--- src/rtl/idecoder_pipe_pkg.sv ---
// Shared RV32I decode definitions: opcodes, funct legality constants and
// the decoded-instruction record carried through the output queue.
package idecoder_pipe_pkg;

  localparam int DATA_WIDTH     = 32;
  localparam int REG_ADDR_WIDTH = 5;

  typedef enum logic [6:0] {
    OPC_LUI    = 7'b0110111,
    OPC_AUIPC  = 7'b0010111,
    OPC_JAL    = 7'b1101111,
    OPC_JALR   = 7'b1100111,
    OPC_BRANCH = 7'b1100011,
    OPC_LOAD   = 7'b0000011,
    OPC_STORE  = 7'b0100011,
    OPC_IMM    = 7'b0010011,
    OPC_OP     = 7'b0110011
  } opcode_t;

  localparam logic [6:0] F7_BASE       = 7'b0000000;
  localparam logic [6:0] F7_ALT        = 7'b0100000;
  localparam logic [2:0] F3_ADD_SUB    = 3'b000;
  localparam logic [2:0] F3_SLL        = 3'b001;
  localparam logic [2:0] F3_SRL_SRA    = 3'b101;
  localparam logic [2:0] F3_LD_RSVD3   = 3'b011;
  localparam logic [2:0] F3_LD_RSVD6   = 3'b110;
  localparam logic [2:0] F3_LD_RSVD7   = 3'b111;
  localparam logic [2:0] F3_ST_MAX     = 3'b010;
  localparam logic [2:0] F3_BR_RSVD2   = 3'b010;
  localparam logic [2:0] F3_BR_RSVD3   = 3'b011;
  localparam logic [2:0] F3_JALR       = 3'b000;

  typedef struct packed {
    logic [DATA_WIDTH-1:0]     pc;
    opcode_t                   opcode;
    logic [REG_ADDR_WIDTH-1:0] rd;
    logic [REG_ADDR_WIDTH-1:0] rs1;
    logic [REG_ADDR_WIDTH-1:0] rs2;
    logic [2:0]                funct3;
    logic [6:0]                funct7;
    logic [DATA_WIDTH-1:0]     imm;
    logic                      rs1Used;
    logic                      rs2Used;
    logic                      rdWe;
    logic                      illegal;
  } decoded_instr_t;

  // True for the RV32I base opcodes this decoder understands.
  function automatic logic isKnownOpcode(input logic [6:0] opc);
    logic known;
    case (opc)
      OPC_LUI, OPC_AUIPC, OPC_JAL, OPC_JALR, OPC_BRANCH,
      OPC_LOAD, OPC_STORE, OPC_IMM, OPC_OP: known = 1'b1;
      default:                              known = 1'b0;
    endcase
    return known;
  endfunction

endpackage

--- src/rtl/idecoder_pipe_if.sv ---
// Fetch-side and execute-side handshake bundle of the buffered decoder.
// slave is the decoder's view, master the view of whoever drives it.
interface idecoder_pipe_if #(
  parameter int DATA_WIDTH     = 32,
  parameter int REG_ADDR_WIDTH = 5
);
  import idecoder_pipe_pkg::*;

  logic                      in_valid;
  logic                      in_ready;
  logic [DATA_WIDTH-1:0]     in_instr;
  logic [DATA_WIDTH-1:0]     in_pc;

  logic                      out_valid;
  logic                      out_ready;
  logic [DATA_WIDTH-1:0]     out_pc;
  opcode_t                   out_opcode;
  logic [REG_ADDR_WIDTH-1:0] out_rd;
  logic [REG_ADDR_WIDTH-1:0] out_rs1;
  logic [REG_ADDR_WIDTH-1:0] out_rs2;
  logic [2:0]                out_funct3;
  logic [6:0]                out_funct7;
  logic [DATA_WIDTH-1:0]     out_imm;
  logic                      out_rs1_used;
  logic                      out_rs2_used;
  logic                      out_rd_we;
  logic                      out_illegal;

  modport slave (
    input  in_valid, in_instr, in_pc, out_ready,
    output in_ready, out_valid, out_pc, out_opcode, out_rd, out_rs1, out_rs2,
           out_funct3, out_funct7, out_imm, out_rs1_used, out_rs2_used,
           out_rd_we, out_illegal
  );

  modport master (
    output in_valid, in_instr, in_pc, out_ready,
    input  in_ready, out_valid, out_pc, out_opcode, out_rd, out_rs1, out_rs2,
           out_funct3, out_funct7, out_imm, out_rs1_used, out_rs2_used,
           out_rd_we, out_illegal
  );

endinterface

--- src/rtl/idecoder_pipe_idecode_core.sv ---
// Purely combinational RV32I field extractor and legality checker.
// Illegal words keep only pc and opcode so downstream never sees stale fields.
module idecode_core
  import idecoder_pipe_pkg::*;
#(
  parameter int ILLEGAL_CHECK = 1
) (
  input  logic [DATA_WIDTH-1:0] i_instr,
  input  logic [DATA_WIDTH-1:0] i_pc,
  output decoded_instr_t        o_dec
);

  logic [6:0]                w_opcode;
  logic [2:0]                w_funct3;
  logic [6:0]                w_funct7;
  logic [REG_ADDR_WIDTH-1:0] w_rd;
  logic [REG_ADDR_WIDTH-1:0] w_rs1;
  logic [REG_ADDR_WIDTH-1:0] w_rs2;
  logic [DATA_WIDTH-1:0]     w_immI;
  logic [DATA_WIDTH-1:0]     w_immS;
  logic [DATA_WIDTH-1:0]     w_immB;
  logic [DATA_WIDTH-1:0]     w_immJ;
  logic [DATA_WIDTH-1:0]     w_immU;
  decoded_instr_t            w_fields;
  logic                      w_badFunct;
  logic                      w_illegal;

  assign w_opcode = i_instr[6:0];
  assign w_funct3 = i_instr[14:12];
  assign w_funct7 = i_instr[31:25];
  assign w_rd     = i_instr[11:7];
  assign w_rs1    = i_instr[19:15];
  assign w_rs2    = i_instr[24:20];

  assign w_immI = {{(DATA_WIDTH-12){i_instr[31]}}, i_instr[31:20]};
  assign w_immS = {{(DATA_WIDTH-12){i_instr[31]}}, i_instr[31:25], i_instr[11:7]};
  assign w_immB = {{(DATA_WIDTH-13){i_instr[31]}}, i_instr[31], i_instr[7],
                   i_instr[30:25], i_instr[11:8], 1'b0};
  assign w_immJ = {{(DATA_WIDTH-21){i_instr[31]}}, i_instr[31], i_instr[19:12],
                   i_instr[20], i_instr[30:21], 1'b0};
  assign w_immU = {i_instr[31:12], 12'b0};

  // Per-format field extraction and funct legality, fields default to zero.
  always_comb begin
    w_fields        = '0;
    w_badFunct      = 1'b0;
    w_fields.pc     = i_pc;
    w_fields.opcode = opcode_t'(w_opcode);
    case (w_opcode)
      OPC_OP: begin
        w_fields.rd      = w_rd;
        w_fields.rs1     = w_rs1;
        w_fields.rs2     = w_rs2;
        w_fields.funct3  = w_funct3;
        w_fields.funct7  = w_funct7;
        w_fields.rs1Used = 1'b1;
        w_fields.rs2Used = 1'b1;
        w_fields.rdWe    = (w_rd != '0);
        if (w_funct7 != F7_BASE && w_funct7 != F7_ALT)
          w_badFunct = 1'b1;
        else if (w_funct7 == F7_ALT && w_funct3 != F3_ADD_SUB && w_funct3 != F3_SRL_SRA)
          w_badFunct = 1'b1;
      end
      OPC_IMM: begin
        w_fields.rd      = w_rd;
        w_fields.rs1     = w_rs1;
        w_fields.funct3  = w_funct3;
        w_fields.funct7  = w_funct7;
        w_fields.imm     = w_immI;
        w_fields.rs1Used = 1'b1;
        w_fields.rdWe    = (w_rd != '0);
        if (w_funct3 == F3_SLL && w_funct7 != F7_BASE)
          w_badFunct = 1'b1;
        else if (w_funct3 == F3_SRL_SRA && w_funct7 != F7_BASE && w_funct7 != F7_ALT)
          w_badFunct = 1'b1;
      end
      OPC_LOAD, OPC_JALR: begin
        w_fields.rd      = w_rd;
        w_fields.rs1     = w_rs1;
        w_fields.funct3  = w_funct3;
        w_fields.funct7  = w_funct7;
        w_fields.imm     = w_immI;
        w_fields.rs1Used = 1'b1;
        w_fields.rdWe    = (w_rd != '0);
        if (w_opcode == OPC_LOAD)
          w_badFunct = (w_funct3 == F3_LD_RSVD3) || (w_funct3 == F3_LD_RSVD6) ||
                       (w_funct3 == F3_LD_RSVD7);
        else
          w_badFunct = (w_funct3 != F3_JALR);
      end
      OPC_STORE: begin
        w_fields.rs1     = w_rs1;
        w_fields.rs2     = w_rs2;
        w_fields.funct3  = w_funct3;
        w_fields.imm     = w_immS;
        w_fields.rs1Used = 1'b1;
        w_fields.rs2Used = 1'b1;
        w_badFunct       = (w_funct3 > F3_ST_MAX);
      end
      OPC_BRANCH: begin
        w_fields.rs1     = w_rs1;
        w_fields.rs2     = w_rs2;
        w_fields.funct3  = w_funct3;
        w_fields.imm     = w_immB;
        w_fields.rs1Used = 1'b1;
        w_fields.rs2Used = 1'b1;
        w_badFunct       = (w_funct3 == F3_BR_RSVD2) || (w_funct3 == F3_BR_RSVD3);
      end
      OPC_JAL: begin
        w_fields.rd   = w_rd;
        w_fields.imm  = w_immJ;
        w_fields.rdWe = (w_rd != '0);
      end
      OPC_LUI, OPC_AUIPC: begin
        w_fields.rd   = w_rd;
        w_fields.imm  = w_immU;
        w_fields.rdWe = (w_rd != '0);
      end
      default: ;
    endcase
  end

  assign w_illegal = (i_instr[1:0] != 2'b11) || !isKnownOpcode(w_opcode) ||
                     ((ILLEGAL_CHECK != 0) && w_badFunct);

  // Illegal words collapse to pc + opcode + illegal flag.
  always_comb begin
    o_dec = w_fields;
    if (w_illegal) begin
      o_dec         = '0;
      o_dec.pc      = w_fields.pc;
      o_dec.opcode  = w_fields.opcode;
      o_dec.illegal = 1'b1;
    end
  end

endmodule

--- src/rtl/idecoder_pipe.sv ---
// Buffered RV32I decoder: decodes on accept, stores results in an in-order
// queue and presents the head entry straight from its storage register.
// DATA_WIDTH/REG_ADDR_WIDTH must match the package widths used by the record.
module idecoder_pipe #(
  parameter int DATA_WIDTH     = 32,
  parameter int REG_ADDR_WIDTH = 5,
  parameter int QUEUE_DEPTH    = 2,
  parameter int ILLEGAL_CHECK  = 1
) (
  input  logic                  clk,
  input  logic                  rst,
  input  logic                  i_flush,
  idecoder_pipe_if.slave        bus
);
  import idecoder_pipe_pkg::*;

  localparam int PTR_W = (QUEUE_DEPTH > 1) ? $clog2(QUEUE_DEPTH) : 1;
  localparam int CNT_W = $clog2(QUEUE_DEPTH + 1);

  decoded_instr_t     r_queue [QUEUE_DEPTH];
  logic [PTR_W-1:0]   r_wrPtr;
  logic [PTR_W-1:0]   r_rdPtr;
  logic [CNT_W-1:0]   r_count;

  decoded_instr_t     w_dec;
  decoded_instr_t     w_head;
  logic               w_inReady;
  logic               w_outValid;
  logic               w_push;
  logic               w_pop;

  function automatic logic [PTR_W-1:0] incPtr(input logic [PTR_W-1:0] p);
    return (p == PTR_W'(QUEUE_DEPTH - 1)) ? '0 : p + 1'b1;
  endfunction

  idecode_core #(
    .ILLEGAL_CHECK (ILLEGAL_CHECK)
  ) u_core (
    .i_instr (bus.in_instr),
    .i_pc    (bus.in_pc),
    .o_dec   (w_dec)
  );

  assign w_inReady  = (r_count < CNT_W'(QUEUE_DEPTH));
  assign w_outValid = (r_count != '0);
  assign w_push     = bus.in_valid && w_inReady && !i_flush;
  assign w_pop      = w_outValid && bus.out_ready;

  // Pointer and occupancy bookkeeping; flush wins over push and pop.
  always_ff @(posedge clk or posedge rst) begin
    if (rst) begin
      r_wrPtr <= '0;
      r_rdPtr <= '0;
      r_count <= '0;
    end else if (i_flush) begin
      r_wrPtr <= '0;
      r_rdPtr <= '0;
      r_count <= '0;
    end else begin
      if (w_push) r_wrPtr <= incPtr(r_wrPtr);
      if (w_pop)  r_rdPtr <= incPtr(r_rdPtr);
      case ({w_push, w_pop})
        2'b10:   r_count <= r_count + 1'b1;
        2'b01:   r_count <= r_count - 1'b1;
        default: r_count <= r_count;
      endcase
    end
  end

  // Queue storage, cleared on reset so the outputs read back as zero.
  always_ff @(posedge clk or posedge rst) begin
    if (rst) begin
      for (int i = 0; i < QUEUE_DEPTH; i++) r_queue[i] <= '0;
    end else if (w_push) begin
      r_queue[r_wrPtr] <= w_dec;
    end
  end

  assign w_head = r_queue[r_rdPtr];

  assign bus.in_ready     = w_inReady;
  assign bus.out_valid    = w_outValid;
  assign bus.out_pc       = w_head.pc;
  assign bus.out_opcode   = w_head.opcode;
  assign bus.out_rd       = w_head.rd;
  assign bus.out_rs1      = w_head.rs1;
  assign bus.out_rs2      = w_head.rs2;
  assign bus.out_funct3   = w_head.funct3;
  assign bus.out_funct7   = w_head.funct7;
  assign bus.out_imm      = w_head.imm;
  assign bus.out_rs1_used = w_head.rs1Used;
  assign bus.out_rs2_used = w_head.rs2Used;
  assign bus.out_rd_we    = w_head.rdWe;
  assign bus.out_illegal  = w_head.illegal;

endmodule

--- src/flat_wrapper.sv ---
// flat-port wrapper written by rule: the top's interface ports become plain ports
module idecoder_pipe_flat import idecoder_pipe_pkg::*;
#(
  parameter int DATA_WIDTH     = 32,
  parameter int REG_ADDR_WIDTH = 5,
  parameter int QUEUE_DEPTH    = 2,
  parameter int ILLEGAL_CHECK  = 1
)
  (clk, rst, i_flush, bus_in_valid, bus_in_instr, bus_in_pc, bus_out_ready, bus_in_ready, bus_out_valid, bus_out_pc, bus_out_opcode, bus_out_rd, bus_out_rs1, bus_out_rs2, bus_out_funct3, bus_out_funct7, bus_out_imm, bus_out_rs1_used, bus_out_rs2_used, bus_out_rd_we, bus_out_illegal);
  idecoder_pipe_if #(.DATA_WIDTH(DATA_WIDTH), .REG_ADDR_WIDTH(REG_ADDR_WIDTH)) bus_i ();
  input  logic clk;
  input  logic rst;
  input  logic i_flush;
  input wire logic [$bits(bus_i.in_valid)-1:0] bus_in_valid;
  input wire logic [$bits(bus_i.in_instr)-1:0] bus_in_instr;
  input wire logic [$bits(bus_i.in_pc)-1:0] bus_in_pc;
  input wire logic [$bits(bus_i.out_ready)-1:0] bus_out_ready;
  output wire logic [$bits(bus_i.in_ready)-1:0] bus_in_ready;
  output wire logic [$bits(bus_i.out_valid)-1:0] bus_out_valid;
  output wire logic [$bits(bus_i.out_pc)-1:0] bus_out_pc;
  output wire logic [$bits(bus_i.out_opcode)-1:0] bus_out_opcode;
  output wire logic [$bits(bus_i.out_rd)-1:0] bus_out_rd;
  output wire logic [$bits(bus_i.out_rs1)-1:0] bus_out_rs1;
  output wire logic [$bits(bus_i.out_rs2)-1:0] bus_out_rs2;
  output wire logic [$bits(bus_i.out_funct3)-1:0] bus_out_funct3;
  output wire logic [$bits(bus_i.out_funct7)-1:0] bus_out_funct7;
  output wire logic [$bits(bus_i.out_imm)-1:0] bus_out_imm;
  output wire logic [$bits(bus_i.out_rs1_used)-1:0] bus_out_rs1_used;
  output wire logic [$bits(bus_i.out_rs2_used)-1:0] bus_out_rs2_used;
  output wire logic [$bits(bus_i.out_rd_we)-1:0] bus_out_rd_we;
  output wire logic [$bits(bus_i.out_illegal)-1:0] bus_out_illegal;
  assign bus_i.in_valid = bus_in_valid;
  assign bus_i.in_instr = bus_in_instr;
  assign bus_i.in_pc = bus_in_pc;
  assign bus_i.out_ready = bus_out_ready;
  assign bus_in_ready = bus_i.in_ready;
  assign bus_out_valid = bus_i.out_valid;
  assign bus_out_pc = bus_i.out_pc;
  assign bus_out_opcode = bus_i.out_opcode;
  assign bus_out_rd = bus_i.out_rd;
  assign bus_out_rs1 = bus_i.out_rs1;
  assign bus_out_rs2 = bus_i.out_rs2;
  assign bus_out_funct3 = bus_i.out_funct3;
  assign bus_out_funct7 = bus_i.out_funct7;
  assign bus_out_imm = bus_i.out_imm;
  assign bus_out_rs1_used = bus_i.out_rs1_used;
  assign bus_out_rs2_used = bus_i.out_rs2_used;
  assign bus_out_rd_we = bus_i.out_rd_we;
  assign bus_out_illegal = bus_i.out_illegal;
  idecoder_pipe #(.DATA_WIDTH(DATA_WIDTH), .REG_ADDR_WIDTH(REG_ADDR_WIDTH), .QUEUE_DEPTH(QUEUE_DEPTH), .ILLEGAL_CHECK(ILLEGAL_CHECK)) u_core (.clk(clk), .rst(rst), .i_flush(i_flush), .bus(bus_i));
endmodule
--- config.mk ---
export PLATFORM = sky130hd
export DESIGN_NAME = idecoder_pipe_flat
export DESIGN_NICKNAME = d
export VERILOG_FILES = /design/src/rtl/idecoder_pipe_pkg.sv /design/src/rtl/idecoder_pipe_if.sv /design/src/rtl/idecoder_pipe_idecode_core.sv /design/src/rtl/idecoder_pipe.sv /design/src/flat_wrapper.sv
export SDC_FILE = /design/constraint.sdc
export NUM_CORES = 1
export LEC_CHECK = 0
export CAP_MARGIN = 20
export CORE_MARGIN = 2
export CORE_UTILIZATION = 49
export CTS_CLUSTER_SIZE = 10
export DETAILED_ROUTE_END_ITERATION = 8
export PLACE_DENSITY = 0.86
export RECOVER_POWER = 50
export SYNTH_ARGS = -nofsm -noshare
export SYNTH_HDL_FRONTEND = slang
export SYNTH_HIERARCHICAL = 1
export SYNTH_SLANG_ARGS = --single-unit
--- constraint.sdc ---
create_clock -name clk -period 6.4 [get_ports clk]
set_input_delay 1.28 -clock clk [delete_from_list [all_inputs] [get_ports clk]]
set_output_delay 1.28 -clock clk [all_outputs]
set_load 0.1 [all_outputs]
==> metrics.csv <==
metric,value,unit
crit_fanout,48,
status,finished with violations,
die_y,152,um
ys_seq_elements,204,
drcViolationCount,0,
start_util,0.496,
critical_path_arrival,4.94,ns
cts_resized,0,
num_rows,54,
final_common_cell,dfrtp_1,
synth.cell_area,10800,um2
cts_tree,done,
cts_setup_buffers,0,
peakVddDrop,0.174,mV
final_cell_mix,"203 x dfrtp_1, 202 x mux2_2, 167 x clkdlybuf4s50_1",
hold-worst-slack,0.480,ns
dp_hpwl,16000,um
nets,961,
yosys_warnings,6,
vias_per_cell,5.56,
leakagePower,5.55,nW
finalNonFillerCells,1182,
dp.cells,1144,
cts_buffer_depth,3,
violations,"max-capacitance violations, max-slew violations",
grt_use_total,0.206,
critPathCaptureType,asynchronous set/reset pin,
max_freq,0.205,GHz
synthArstFlopShare,1.00,
cp.required,6.45,ns
layout-drive-gt1-share,0.344,
drv_slew,246,
clockPowerShare,0.316,
combPwrFrac,0.286,
intPower,2.52,mW
finClkSkew,0.00622,ns
gp_congestion,0.876,
maxSlewHeadroom,-0.872,
yosys-mux-area-fraction,0.352,
startpoint_type,input pin,
syn_avg_cell_area,13.9,um2
wl,24400,um
post_synth_fa_ha_maj_area_fraction,0,
dieArea,23100,um2
coreArea,21700,um2
pwr-share-seq,0.398,
synth_cells,772,
cts-buffers-inserted,25,
cts.htree.levels,1,
synth_top_family_by_area,multiplexers,
grt_start_max_net_pins,116,
antenna_found_initial,1,
path_class,input pin to asynchronous set/reset pin,
finalHoldViolations,0,
p_sw_frac,0.352,
synth_ff_type,dfrtp_1,
ff2ff_setup_slack,2.92,ns
overflow,0,
grt_first_pass_wirelength,39100,um
dr.pass1.iters,5,
period_minus_slack,4.88,ns
ant_nets,0,
syn_to_final_growth,17.4,%
via_count,6568,
synth.yosys.seq_area_share,0.475,
num_antenna_cells,0,
power_density,308,nW/um2
synth_xor_xnor_area_share,0.00244,
cts.clk_slew.worst_paths,0.05,ns
drt_iter0_markers,341,
rsz0062_at_grt,no,
io_pins,171,
maxCapViolCount,5,
clkLatencyLatePin,0.51,ns
max_slew.worst_pin.slew,2.81,ns
clkSinkCount,204,
period_share,0.763,
setup_tns,0,ns
io_buffers,170,
place_area,12100,um2
setup_viol,0,
hold_buffers,0,
wl_per_cell,20.6,um
synth_cell_types,52,
synthSimpleGateAreaFrac,0.0691,
synth_compound_area_frac,0.0285,
min_path_type,register to register,
synthesis.nets,841,
synth_edf_count,0,
grt_pass1_vias,7050,
clock-root-buffer,clkbuf_16,
die_x,152,um
p_sw,1.37,mW
design_area,12600,um2
[synthesized netlist by cell type (all sizes together), types with 4 or more instances]
master,number,area share
mux2,302,0.35
buf,77,0.068
and3,16,0.0093
nand3,9,0.0042
nor4,7,0.0055
dfrtp,204,0.47
a22oi,4,0.0028
a21oi,23,0.011
nand2b,4,0.0030
nand2,6,0.0021
nor2,38,0.013
and2,15,0.0087
o21ai,6,0.0028
nor2b,13,0.0076
clkbuf,8,0.0037
[stage by stage]
stage | power [mW] | setup slack, ns | util
2_1_floorplan | 2.52 | 2.48 | -
3_3_place_gp | 2.73 | 2.17 | 0.559
3_5_place_dp | 2.75 | 2.12 | 0.559
4_1_cts | 3.98 | 1.55 | 0.590
5_1_grt | 4.03 | 0.786 | 0.582
6_report | 3.89 | 1.52 | 0.582
[registers in the layout, summed over array words and instances (netlist names)]
register,count
u_core/r_count,2
u_core/r_queue,200
u_core/r_rdPtr,1
u_core/r_wrPtr,1
[kinds of logic after synthesis]
family,Yosys count
multiplexers,303
flip-flops,204
AO/OA/AOI/OAI,48
buffers and inverters,88
XOR/XNOR,3
AND/OR/NAND/NOR,126
[worst paths after layout]
| check | startpoint | to | depth (start not counted) |
|---|---|---|---|
| worst min-delay path | u_core/r_queue[68]$_DFFE_PP0P_ | u_core/r_queue[68]$_DFFE_PP0P_ | 1 |
| max in group clk | u_core/r_rdPtr$_DFFE_PP0P_ | bus_out_pc[13] | 3 |
| worst min register to register | u_core/r_queue[68]$_DFFE_PP0P_ | u_core/r_queue[68]$_DFFE_PP0P_ | 1 |
| worst max-delay path | rst | u_core/r_queue[17]$_DFFE_PP0P_ | 3 |
| worst max register to register | u_core/r_count[1]$_DFFE_PP0P_ | u_core/r_queue[167]$_DFFE_PP0P_ | 4 |
| min in group asynchronous | rst | u_core/r_queue[80]$_DFFE_PP0P_ | 2 |
[final cells by class]
| cell class | count | area [um2] |
|---|---|---|
| clock buffers | 35 | 663 |
| clock inverters | 2 | 17.5 |
| fillers | 1725 | 9070 |
| inverters | 3 | 12.5 |
| multi-input cells | 480 | 4710 |
| flip-flops and latches | 204 | 5110 |
| well taps | 280 | 350 |
| repair buffers | 178 | 1760 |
[worst max-delay path: stages]
cell,delay [ns]
dlygate4sd3_1,0.54
clkinvlp_2,1.11
clkbuf_1,1.96
[routing by layer]
layer	up-vias	wire, um	part of all wire	global-route usage
li1	2936	-	-	-
met1	3376	10500	0.43	0.288
met2	218	11800	0.48	0.332
met3	36	1630	0.067	0.0438
met4	2	501	0.021	0.0503
met5	-	13	0.00053	0
[power groups by stage]
| stage | sequential, mW | combinational [mW] | clock [mW] |
|---|---|---|---|
| CTS | 1.55 | 1.18 | 1.25 |
| global placement | 1.56 | 1.16 | 0 |
| floorplan | 1.52 | 1.01 | 0 |
| finish | 1.55 | 1.11 | 1.23 |
| global route | 1.57 | 1.15 | 1.31 |
| detailed placement | 1.57 | 1.18 | 0 |
No activity file was read; power rests on OpenSTA's default activity.
